[config.mk]
export PLATFORM = sky130hd
export DESIGN_NAME = vmult_seq_flat
export DESIGN_NICKNAME = d
export VERILOG_FILES = /design/src/rtl/vmult_seq_if.sv /design/src/rtl/vmult_seq.sv /design/src/flat_wrapper.sv
export SDC_FILE = /design/constraint.sdc
export NUM_CORES = 1
export LEC_CHECK = 0
export CAP_MARGIN = 25
export CORE_AREA = 2 2 326 328
export CTS_BUF_LIST = sky130_fd_sc_hd__clkbuf_16
export DETAILED_ROUTE_END_ITERATION = 10
export DIE_AREA = 0 0 328 330
export HOLD_SLACK_MARGIN = 0.15
export PLACE_DENSITY = 0.65
export SLEW_MARGIN = 30
export SYNTH_ARGS = -nofsm -noshare
export SYNTH_HDL_FRONTEND = slang
export SYNTH_SLANG_ARGS = --single-unit
[constraint.sdc]
create_clock -name Clk2 -period 17.62 [get_ports Clk2]
set_input_delay 4.405 -clock Clk2 [delete_from_list [all_inputs] [get_ports Clk2]]
set_output_delay 4.405 -clock Clk2 [all_outputs]
set_load 0.01 [all_outputs]
[src/rtl/vmult_seq_if.sv]
// rtl/vmult_seq_if.sv - operand/product bus between vmult_seq and the VMULTp multiplier
interface vmult_seq_if;
  logic [15:0] MultA;
  logic [15:0] MultB;
  logic [15:0] MultProd;
  logic        MultOvf;

  modport master (output MultA, output MultB, input MultProd, input MultOvf);
  modport slave  (input MultA, input MultB, output MultProd, output MultOvf);
endinterface

[src/rtl/vmult_seq.sv]
// rtl/vmult_seq.sv - vector sequencer feeding VMULTp one lane per cycle (VMULT_SEQ_SAT_EN: saturate overflowed lanes)
module vmult_seq #(
  parameter int LANES = 16
) (
  input  logic                 Clk2,
  input  logic                 Rst,
  input  logic                 Start,
  input  logic [16*LANES-1:0]  VecA,
  input  logic [16*LANES-1:0]  VecB,
  output logic                 Busy,
  output logic                 Done,
  output logic [16*LANES-1:0]  VecOut,
  output logic [LANES-1:0]     OvfFlags,
  output logic                 OvfAny,
  vmult_seq_if.master          mult
);

  localparam int IW = $clog2(LANES);

  typedef enum logic [1:0] {IDLE, ISSUE, DRAIN, DONE} state_t;

  state_t        state, state_nxt;
  logic [IW-1:0] idx, idx_inc, cap_idx;
  logic          cap_valid;
  logic          last_issue;
  logic [15:0]   op_a [LANES];
  logic [15:0]   op_b [LANES];
  logic [15:0]   res  [LANES];
  logic [15:0]   mult_a_nxt, mult_b_nxt;
  logic [15:0]   cap_word;

  assign idx_inc    = idx + 1'b1;
  assign last_issue = (idx == IW'(LANES - 1));
  assign OvfAny     = |OvfFlags;

`ifdef VMULT_SEQ_SAT_EN
  assign cap_word = mult.MultOvf ? {mult.MultProd[15], 15'h7BFF} : mult.MultProd;
`else
  assign cap_word = mult.MultProd;
`endif

  for (genvar g = 0; g < LANES; g++) begin : g_out
    assign VecOut[16*g +: 16] = res[g];
  end

  // Operands are registered one edge ahead, so lane i is on MultA/MultB during cycle i+1.
  always_comb begin
    state_nxt  = state;
    mult_a_nxt = '0;
    mult_b_nxt = '0;
    case (state)
      IDLE: begin
        if (Start) begin
          state_nxt  = ISSUE;
          mult_a_nxt = VecA[15:0];
          mult_b_nxt = VecB[15:0];
        end
      end
      ISSUE: begin
        if (last_issue) begin
          state_nxt = DRAIN;
        end else begin
          mult_a_nxt = op_a[idx_inc];
          mult_b_nxt = op_b[idx_inc];
        end
      end
      DRAIN:   state_nxt = DONE;
      DONE:    state_nxt = IDLE;
      default: state_nxt = IDLE;
    endcase
  end

  always_ff @(posedge Clk2) begin
    if (Rst) begin
      state <= IDLE;
    end else begin
      state <= state_nxt;
    end
  end

  always_ff @(posedge Clk2) begin
    if (Rst) begin
      idx        <= '0;
      cap_idx    <= '0;
      cap_valid  <= 1'b0;
      Busy       <= 1'b0;
      Done       <= 1'b0;
      OvfFlags   <= '0;
      mult.MultA <= '0;
      mult.MultB <= '0;
      for (int i = 0; i < LANES; i++) begin
        op_a[i] <= '0;
        op_b[i] <= '0;
        res[i]  <= '0;
      end
    end else begin
      mult.MultA <= mult_a_nxt;
      mult.MultB <= mult_b_nxt;
      Busy       <= (state_nxt == ISSUE) || (state_nxt == DRAIN);
      Done       <= (state_nxt == DONE);
      // Product of the lane issued this cycle arrives next cycle.
      cap_valid  <= (state == ISSUE);
      cap_idx    <= idx;

      if (state == IDLE && Start) begin
        idx      <= '0;
        OvfFlags <= '0;
        for (int i = 0; i < LANES; i++) begin
          op_a[i] <= VecA[16*i +: 16];
          op_b[i] <= VecB[16*i +: 16];
        end
      end else if (state == ISSUE && !last_issue) begin
        idx <= idx_inc;
      end

      if (cap_valid) begin
        res[cap_idx]      <= cap_word;
        OvfFlags[cap_idx] <= mult.MultOvf;
      end
    end
  end

endmodule
[src/flat_wrapper.sv]
// flat-port wrapper written by rule: the top's interface ports become plain ports
module vmult_seq_flat 
#(
  parameter int LANES = 16
)
  (Clk2, Rst, Start, VecA, VecB, Busy, Done, VecOut, OvfFlags, OvfAny, mult_MultA, mult_MultB, mult_MultProd, mult_MultOvf);
  vmult_seq_if mult_i ();
  input  logic Clk2;
  input  logic Rst;
  input  logic Start;
  input  logic [16*LANES-1:0] VecA;
  input  logic [16*LANES-1:0] VecB;
  output logic Busy;
  output logic Done;
  output logic [16*LANES-1:0] VecOut;
  output logic [LANES-1:0] OvfFlags;
  output logic OvfAny;
  output wire logic [$bits(mult_i.MultA)-1:0] mult_MultA;
  output wire logic [$bits(mult_i.MultB)-1:0] mult_MultB;
  input wire logic [$bits(mult_i.MultProd)-1:0] mult_MultProd;
  input wire logic [$bits(mult_i.MultOvf)-1:0] mult_MultOvf;
  assign mult_MultA = mult_i.MultA;
  assign mult_MultB = mult_i.MultB;
  assign mult_i.MultProd = mult_MultProd;
  assign mult_i.MultOvf = mult_MultOvf;
  vmult_seq #(.LANES(LANES)) u_core (.Clk2(Clk2), .Rst(Rst), .Start(Start), .VecA(VecA), .VecB(VecB), .Busy(Busy), .Done(Done), .VecOut(VecOut), .OvfFlags(OvfFlags), .OvfAny(OvfAny), .mult(mult_i));
endmodule
### Word-level counts from Yosys, hierarchy flattened

Memory sizes are Yosys's and may differ from the RTL's.
Cells that the tools add are included.

* add/sub/neg operators: 1
* $lt $le $gt $ge: 2
* equality and inequality tests: 7
* multiplexer cells: 58
* bitwise logic cells: 32
* reduce and logical (&&, ||, !) cells: 9

Operator list (count)
* 16-bit 2-to-1 mux: 40
* 16-bit one-hot mux with 2 select lines: 2
* 1-bit bitwise OR: 32
* 16-bit OR reduction: 2
* 16-bit bitwise mux: 1
* 1-bit 2-to-1 mux: 10
* 2-bit == test (second input constant): 4
* 2-bit one-hot mux with 4 select lines: 1
* 4-bit by 5-bit less-than comparator with 1-bit output (second input constant): 1
* 4-bit by 1-bit adder with 4-bit output (second input constant): 1
* 1-bit demux with 4-bit select: 1
* 2-bit by 1-bit == test with 1-bit output (second input constant): 2
* 4-bit == test (second input constant): 1
* 4-bit by 1-bit greater-or-equal comparator with 1-bit output (second input constant): 1
* 2-bit 2-to-1 mux: 2
* 4-bit 2-to-1 mux: 1
* 1-bit logical AND: 3
* 2-bit logical NOT: 1
* 2-bit OR reduction: 1
* 1-bit logical NOT: 1
* 1-bit logical OR: 1

* flip-flop bits (word level): 61
* RAM bits: 768
* memories: 3

Memories
* u_core.op_a: words 16, width 16, rd ports 1, clocked after memory_dff 0, wr ports 16, line vmult_seq.sv:26 `logic [15:0] op_a [LANES];`
* u_core.op_b: words 16, width 16, rd ports 1, clocked after memory_dff 0, wr ports 16, line vmult_seq.sv:27 `logic [15:0] op_b [LANES];`
* u_core.res: words 16, width 16, rd ports 16, clocked after memory_dff 0, wr ports 16, line vmult_seq.sv:28 `logic [15:0] res [LANES];`

### Longest topological paths before layout

Gate-level depths: netlist of the first run.

* depth in word-level cells: 6
* mapped depth: 8
* mapped depth without buffers: 6

### Worst setup path before layout of the first run

Ideal clock, no wire load.

* path kind: input-to-reg
* start point: input Rst
* end point: register u_core.idx[2]
* setup time: 0.586 ns
* data arrival time: 14.974 ns
* setup slack: 2.060 ns
* cell stages on the path: 4
* path buffers: 1
* path through: clkbuf_1 -> nor2_1 -> inv_1 -> nor3_1

* longest elaborated chain between the ends: 1

Ends and longest elaborated chain
* start: declaration: line flat_wrapper.sv:9 `input logic Rst;`
* 2-bit OR reduction (no source line)
* end signal: assignment: line vmult_seq.sv:113 `idx <= idx_inc;`
* end: declaration: line vmult_seq.sv:23 `logic [IW-1:0] idx, idx_inc, cap_idx;`

Every way passes these cells.
A chain may end at the register's enable or synchronous reset.

==> impl_results.md, run 1 <==
* Status: finished, final reports clean
* Final HPWL DP at 81,400 um
* Setup TNS at 0 ns
* Slew @ Worst Pin at 1.02 ns
* Worst min-delay path class: reg -> reg
* Synth warnings at 0
* Post-CTS sizing at 0
* Setup violations, final at 0
* Ys async rst share at 0%
* Max cap viols at 0
* CP max stage delay at roughly 0.86 ns
* WL final at 111,000 um
* # port buffers at 838
* Final Skew at 0.0230 ns
* Worst Setup Start Kind: input port
* DR WL/cell at approximately 25 um
* Final Hold Viols at 0
* Starting density of the core at 32.9%
* WP data arrival at 8.18 ns
* CP cell instances: clkdlybuf4s50_1 -> nor3b_1 -> nor2_1 -> buf_4 -> inv_8 -> buf_4 -> buf_12 -> buf_16
* Rows at 119
* Fillers at 9,277
* Crit-path most repeated cell: buf_4
* #FFs+latches synth at 829
* H-tree depth at 3
* Cells after Synth at 2,218
* LEAKAGE at 17.1 nW
* Max-slew violations at 0
* Synthesis-to-finish area growth at 36.9%
* Root Buffer Master: clkbuf_16
* RSZ-0062 raised after global routing: no
* RePlAce Congestion at ~0.8
* Layout cell share with drive strength beyond 1 at 10.1%
* Initial DRC Count at 1,755
* # Post-CTS Setup Buffers at 0
* Mapped Nets at 2,752
* Synth Cell Area at around 34,000 um2
* Die ar. at 108,000 um2
* Die Y-Extent at 330 um
* Clk pin slew, worst setup/hold paths at 0.06 ns
* First-pass GRT wire length at roughly 150,000 um
* TritonCTS clock tree: done
* CTS Sinks at 829
* DRC at 0
* Largest net degree at the start of global routing at 127
* Remaining antenna violation count at 0
* Sequential area share after synthesis at 70.5%
* CP Capture Type: register
* Clk_lat worst skew at 0.66 ns
* Finished Layout Cells at 4,516
* Required @ worst endpoint at 17.89 ns
* Period utilization at ~45%
* Post-CTS Hold Buffers at 0
* F_max at 0.126 GHz
* Final Power at 4.58 mW
* Netlist cell types at 38
* DRT Pass-1 Iters at 7
* Vias in the first global route at 21,800
* Final nets at 3,572
* Via count at 21,400
* Fin crit period at between 7 and 8 ns
* Total track usage at 19.9%
* Crit Path Max Fanout at 126
* Clock Tree Buf Depth at 3
* Peak VDD IR at a little under 0.00007 V
* Total CTS buffers at 90
* Vias/cell at 4.75
* Setup CP Type: in -> reg
* Ports at 839
* CP max-delay cell: buf_4
* Die Wd at about 330 um
* Core area at 105,000 um2
* Number of synthesized flops with an enable pin at 768
* Power per cell area at just under 100 nW/um2
* Grt ovf at 0
* Worst relative slew slack at a little under a third
* Post-Place Cells at 4,336
* Initial antenna violation count at 37
* Post-Syn Area per Cell at 15.5 um2
* Top FF cell, synth: edfxtp_1
cell usage in the layout (no fill, tap or decap), types with 2 or more instances in the layout:
master	n
inv_1	22
edfxtp_1	768
clkinvlp_4	2
and2_1	576
nor2b_1	201
clkinv_1	26
nor3_1	3
clkdlybuf4s50_1	833
a21oi_1	65
nor4_1	4
o21ai_0	2
nand2b_2	4
buf_6	4
nand2b_1	14
nor2_2	3
nor2_1	18
or3_1	31
buf_16	3
mux4_2	128
xor2_1	2
buf_2	4
nor3_2	2
nand2_1	144
bufinv_16	3
clkbuf_16	93
inv_6	5
diode_2	9
dfxtp_1	60
nand3_1	6
a32o_1	15
nor3_4	2
buf_4	25
mux2i_1	2
and2b_1	3
clkinv_2	18
cell families (layout without fill, tap and decap cells):
kind of cell	Yosys count	count (layout)	synth area share [%]
mux	130	130	8.43
xor+xnor	5	5	0.149
fa+ha+maj	2	2	0.0727
flops	829	829	70.5
compound gates	83	83	1.44
simple gates	1023	1023	17.4
buf+inv	146	1044	1.97
other cells	0	9	0
layer usage:
| layer | vias to the layer above | wire length [um] | global-route usage (%) |
|---|---|---|---|
| met4 | 40 | 2930 | 6.22 |
| met3 | 181 | 8140 | 4.72 |
| met2 | 965 | 59800 | 37.5 |
| met1 | 10600 | 39600 | 22.0 |
| met5 | - | 242 | 0 |
| li1 | 9625 | - | - |
power breakdown:
group	switching, mW	leakage (nW)	internal (mW)
clock	0.787	1.45	1.00
sequential	0.0399	8.65	2.29
combinational	0.211	6.95	0.251
total	1.04	17.1	3.54
registers in the layout, indices dropped and copies added, names as in the netlist:
signal	count
u_core.Busy	1
u_core.Done	1
u_core.OvfFlags	16
u_core.cap_idx	4
u_core.cap_valid	1
u_core.idx	4
u_core.mult.MultA	16
u_core.mult.MultB	16
u_core.op_a	256
u_core.op_b	256
u_core.res	256
u_core.state	2
cell usage after synthesis (2+ instances only):
cell type,count,area [um2]
mux2i_1,2,20.0
or3_1,31,194
mux4_2,128,2880
o21ai_0,2,10.0
xor2_1,3,26.3
inv_1,3,11.3
and2b_1,4,30.0
nor4_1,4,25.0
buf_2,12,60.1
a21oi_1,65,325
and2_1,576,3600
nor2_1,21,78.8
nand2b_1,18,113
clkbuf_1,114,428
ha_1,2,25.0
nor2b_1,201,1260
edfxtp_1,768,23100
nand3_1,6,30.0
buf_6,15,169
nor3_1,7,35.0
nand2_1,145,544
dfxtp_1,61,1220
a32o_1,15,150
critical path, delay by kind of cell:
family	cells	cell delay (ns)
buf+inv	6	3.00
simple gates	2	0.44
final timing paths:
check | start | end | slack (ns) | cells after the start
setup reg to reg | u_core.state[1]$_SDFF_PP0_ | u_core.op_b[13][5]$_SDFFCE_PP0P_ | 13.58 | 7
setup / recovery | Start | u_core.op_b[13][5]$_SDFFCE_PP0P_ | 9.70 | 8
hold / removal | u_core.OvfFlags[4]$_SDFF_PP0_ | u_core.OvfFlags[4]$_SDFF_PP0_ | 0.54 | 1
hold reg to reg | u_core.OvfFlags[4]$_SDFF_PP0_ | u_core.OvfFlags[4]$_SDFF_PP0_ | 0.54 | 1
metrics by stage:
stage	hold WS, ns	setup slack [ns]	util (%)	area (um2)
floorplan	0.473	2.06	-	34400
global placement	0.512	9.19	42.2	44200
detailed placement	0.518	9.10	42.3	44300
CTS	0.536	9.81	45.0	47100
global route	0.572	9.53	45.0	47100
finish	0.535	9.70	45.0	47100
area by class of cell:
cell class                 instances  area [um2]  share of cell area, %
sequential                       829       24300                   51.5
inverter                           3        18.8                 0.0398
clock buffer                      93        2330                   4.94
multi-input combinational       1243        9570                   20.3
timing repair buffer             871        8710                   18.5
clock inverter                    77         467                  0.990
antenna                            9        22.5                 0.0478
tap                             1391        1740                   3.69
Note: power is estimated with default switching activity, not from simulation.
==> inputs of run 2 (changes only) <==
==> constraint.sdc (replaced) <==
create_clock -name Clk2 -period 7.3 [get_ports Clk2]
set_input_delay 1.825 -clock Clk2 [delete_from_list [all_inputs] [get_ports Clk2]]
set_output_delay 1.825 -clock Clk2 [all_outputs]
set_load 0.01 [all_outputs]
==> impl_results.md, run 2 (synthesized netlist as in run 1, its figures left out) <==
* Status: finished, final reports clean
* F_max at 0.241 GHz
* Power per cell area at 238 nW/um2 (+150%)
* Final HPWL DP at 84,400 um (+3.7%)
* Max cap viols at 0 (unchanged)
* Final Skew at 0.0231 ns (+0.0000944 ns)
* Hold depth at 1 (unchanged)
* Post-CTS Hold Buffers at 0 (unchanged)
* Internal Power at 8.69 mW (+150%)
* Grt ovf at 0 (unchanged)
* Most common cell after layout, fill and taps aside: clkdlybuf4s50_1
* Die ar. at 108,000 um2 (unchanged)
* Cell Area, Placed at 44,300 um2 (+0.11%)
* Via count at 21,300 (-0.85%)
* Crit Path Max Fanout at 3 (-98%)
* Clk pin slew, worst setup/hold paths at 0.06 ns (about the same)
* Peak VDD IR at 0.000149 V (+120%)
* Root Buffer Master: clkbuf_16
* Clk_lat worst skew at 0.67 ns (about the same)
* Rows at 119 (unchanged)
* Psw at 2.58 mW (+150%)
* H-tree depth at 3 (unchanged)
* Core area at 105,000 um2 (unchanged)
* Post-CTS sizing at 0 (unchanged)
* Synthesis-to-finish area growth at 37.4%
* Area of the multi-input gates at 9590 um2 (+0.27%)
* Worst Setup Start Kind: register
* Period utilization at 56.9%
* Biggest regs: u_core.op_a: 256 flops, u_core.op_b: 256 flops, u_core.res: 256 flops
* Layout cell share with drive strength beyond 1 at 10.1% (+0.023 points)
* Vias/cell at 4.72 (-0.70%)
* Worst relative slew slack at 27.0% (-4.8 points)
* Switching share of power at 22.9% (+0.22 points)
* Clk network pwr share at 39.8% (+0.7 points)
* Largest net degree at the start of global routing at 217 (+71%)
* Comb pwr share at 10.2% (about the same)
* WL final at 113,000 um (+2.1%)
* Worst min-delay path class: reg -> reg
* # Post-CTS Setup Buffers at 0 (unchanged)
* Setup violations, final at 0 (unchanged)
* Die Y-Extent at 330 um (unchanged)
* RePlAce Congestion at 0.821 (+0.35%)
* Design area at 47,300 um2 (+0.31%)
* First-pass GRT wire length at 155,000 um (+1.5%)
* Clock Tree Buf Depth at 3 (unchanged)
* DRC at 0 (unchanged)
* Total track usage at 20.4% (+0.47 points)
* DRT Pass-1 Iters at 5 (-2)
* RSZ-0062 raised after global routing: no
* Fin crit period at roughly 4.2 ns
* TritonCTS clock tree: done
* Vias in the first global route at 21,400 (-2.0%)
* Final Hold Viols at 0 (unchanged)
* DR WL/cell at 25.1 um (+2.3%)
* Core Util, Final at 45.2% (+0.14 points)
* Starting density of the core at 32.9% (unchanged)
* Ports at 839 (unchanged)
* CTS Sinks at 829 (unchanged)
* Remaining antenna violation count at 0 (unchanged)
* Final Power at 11.3 mW (+150%)
* Total CTS buffers at 89 (-1.1%)
* Most frequent cells in the layout: 836 x clkdlybuf4s50_1, 768 x edfxtp_1, 576 x and2_1
* Initial antenna violation count at 45 (+22%)
* Die Wd at 328 um (unchanged)
* CP Capture Type: output pin
* Slew @ Worst Pin at 1.09 ns (+0.0721 ns)
* LEAKAGE at 17.1 nW (+0.18%)
* WP data arrival at 2.33 ns (-5.85 ns)
* Reg2reg path depth at 6 (-1)
* R2R setup slack at 3.55 ns (-10.03 ns)
* Fillers at 9,255 (-0.24%)
* Initial DRC Count at 1,575 (-10%)
* # port buffers at 838 (unchanged)
* Max-slew violations at 0 (unchanged)
* Setup CP Type: reg -> out
* Register area at 24,300 um2 (unchanged)
* Reg power frac at 49.9% (-0.9 points)
* Required @ worst endpoint at 5.48 ns (-12.41 ns)
* Final nets at 3,570 (-0.056%)
-- run 2: routing by layer --
layer | global-route usage, % | vias up | wire, um | share of wire, %
li1 | - | 9616 | - | -
met1 | 21.7 | 10600 | 39300 | 35
met2 | 39.2 | 845 | 62800 | 56
met3 | 5.31 | 181 | 8120 | 7.2
met4 | 5.95 | 48 | 2530 | 2.2
met5 | 0 | - | 308 | 0.27
-- run 2: final timing paths --
path                                                startpoint                              end
worst max-delay path             u_core.OvfFlags[6]$_SDFF_PP0_                           OvfAny
worst min-delay path            u_core.OvfFlags[13]$_SDFF_PP0_   u_core.OvfFlags[13]$_SDFF_PP0_
worst max register to register      u_core.idx[0]$_SDFFE_PP0P_  u_core.mult.MultB[9]$_SDFF_PP0_
worst min register to register  u_core.OvfFlags[13]$_SDFF_PP0_   u_core.OvfFlags[13]$_SDFF_PP0_
-- run 2: critical path, cell delays in order, from the launching register on --
cell and delay (ns):
dfxtp_1 0.34, nor4_1 0.55, nand4_1 0.24, clkdlybuf4s50_1 0.55
-- run 2: final cells by class --
class                           count  area share [%]
Sequential cell                   829            51.4
Antenna cell                        9          0.0476
Clock inverter                     75            1.42
Clock buffer                       89            4.71
Inverter                            3          0.0318
Multi-Input combinational cell   1243            20.3
Tap cell                         1391            3.68
Timing Repair Buffer              870            18.5
-- run 2: power groups by stage --
stage	Combinational (mW)	Clock, mW	Sequential, mW
after global routing	1.23	4.73	5.65
after floorplan	0.467	0	5.76
final	1.15	4.49	5.62
after detailed placement	1.18	0	5.73
after CTS	1.19	4.57	5.63
after global placement	1.18	0	5.72
-- run 2: stage by stage --
stage	setup TNS [ns]	hold WS, ns	std cells	setup WS [ns]
4_1_cts	0	0.535	4499	2.99
6_report	0	0.542	4509	3.14
5_1_grt	0	0.563	4506	3.01
3_3_place_gp	0	0.515	4333	2.42
2_1_floorplan	-1541.57	0.473	2218	-3.00
3_5_place_dp	0	0.521	4335	2.84
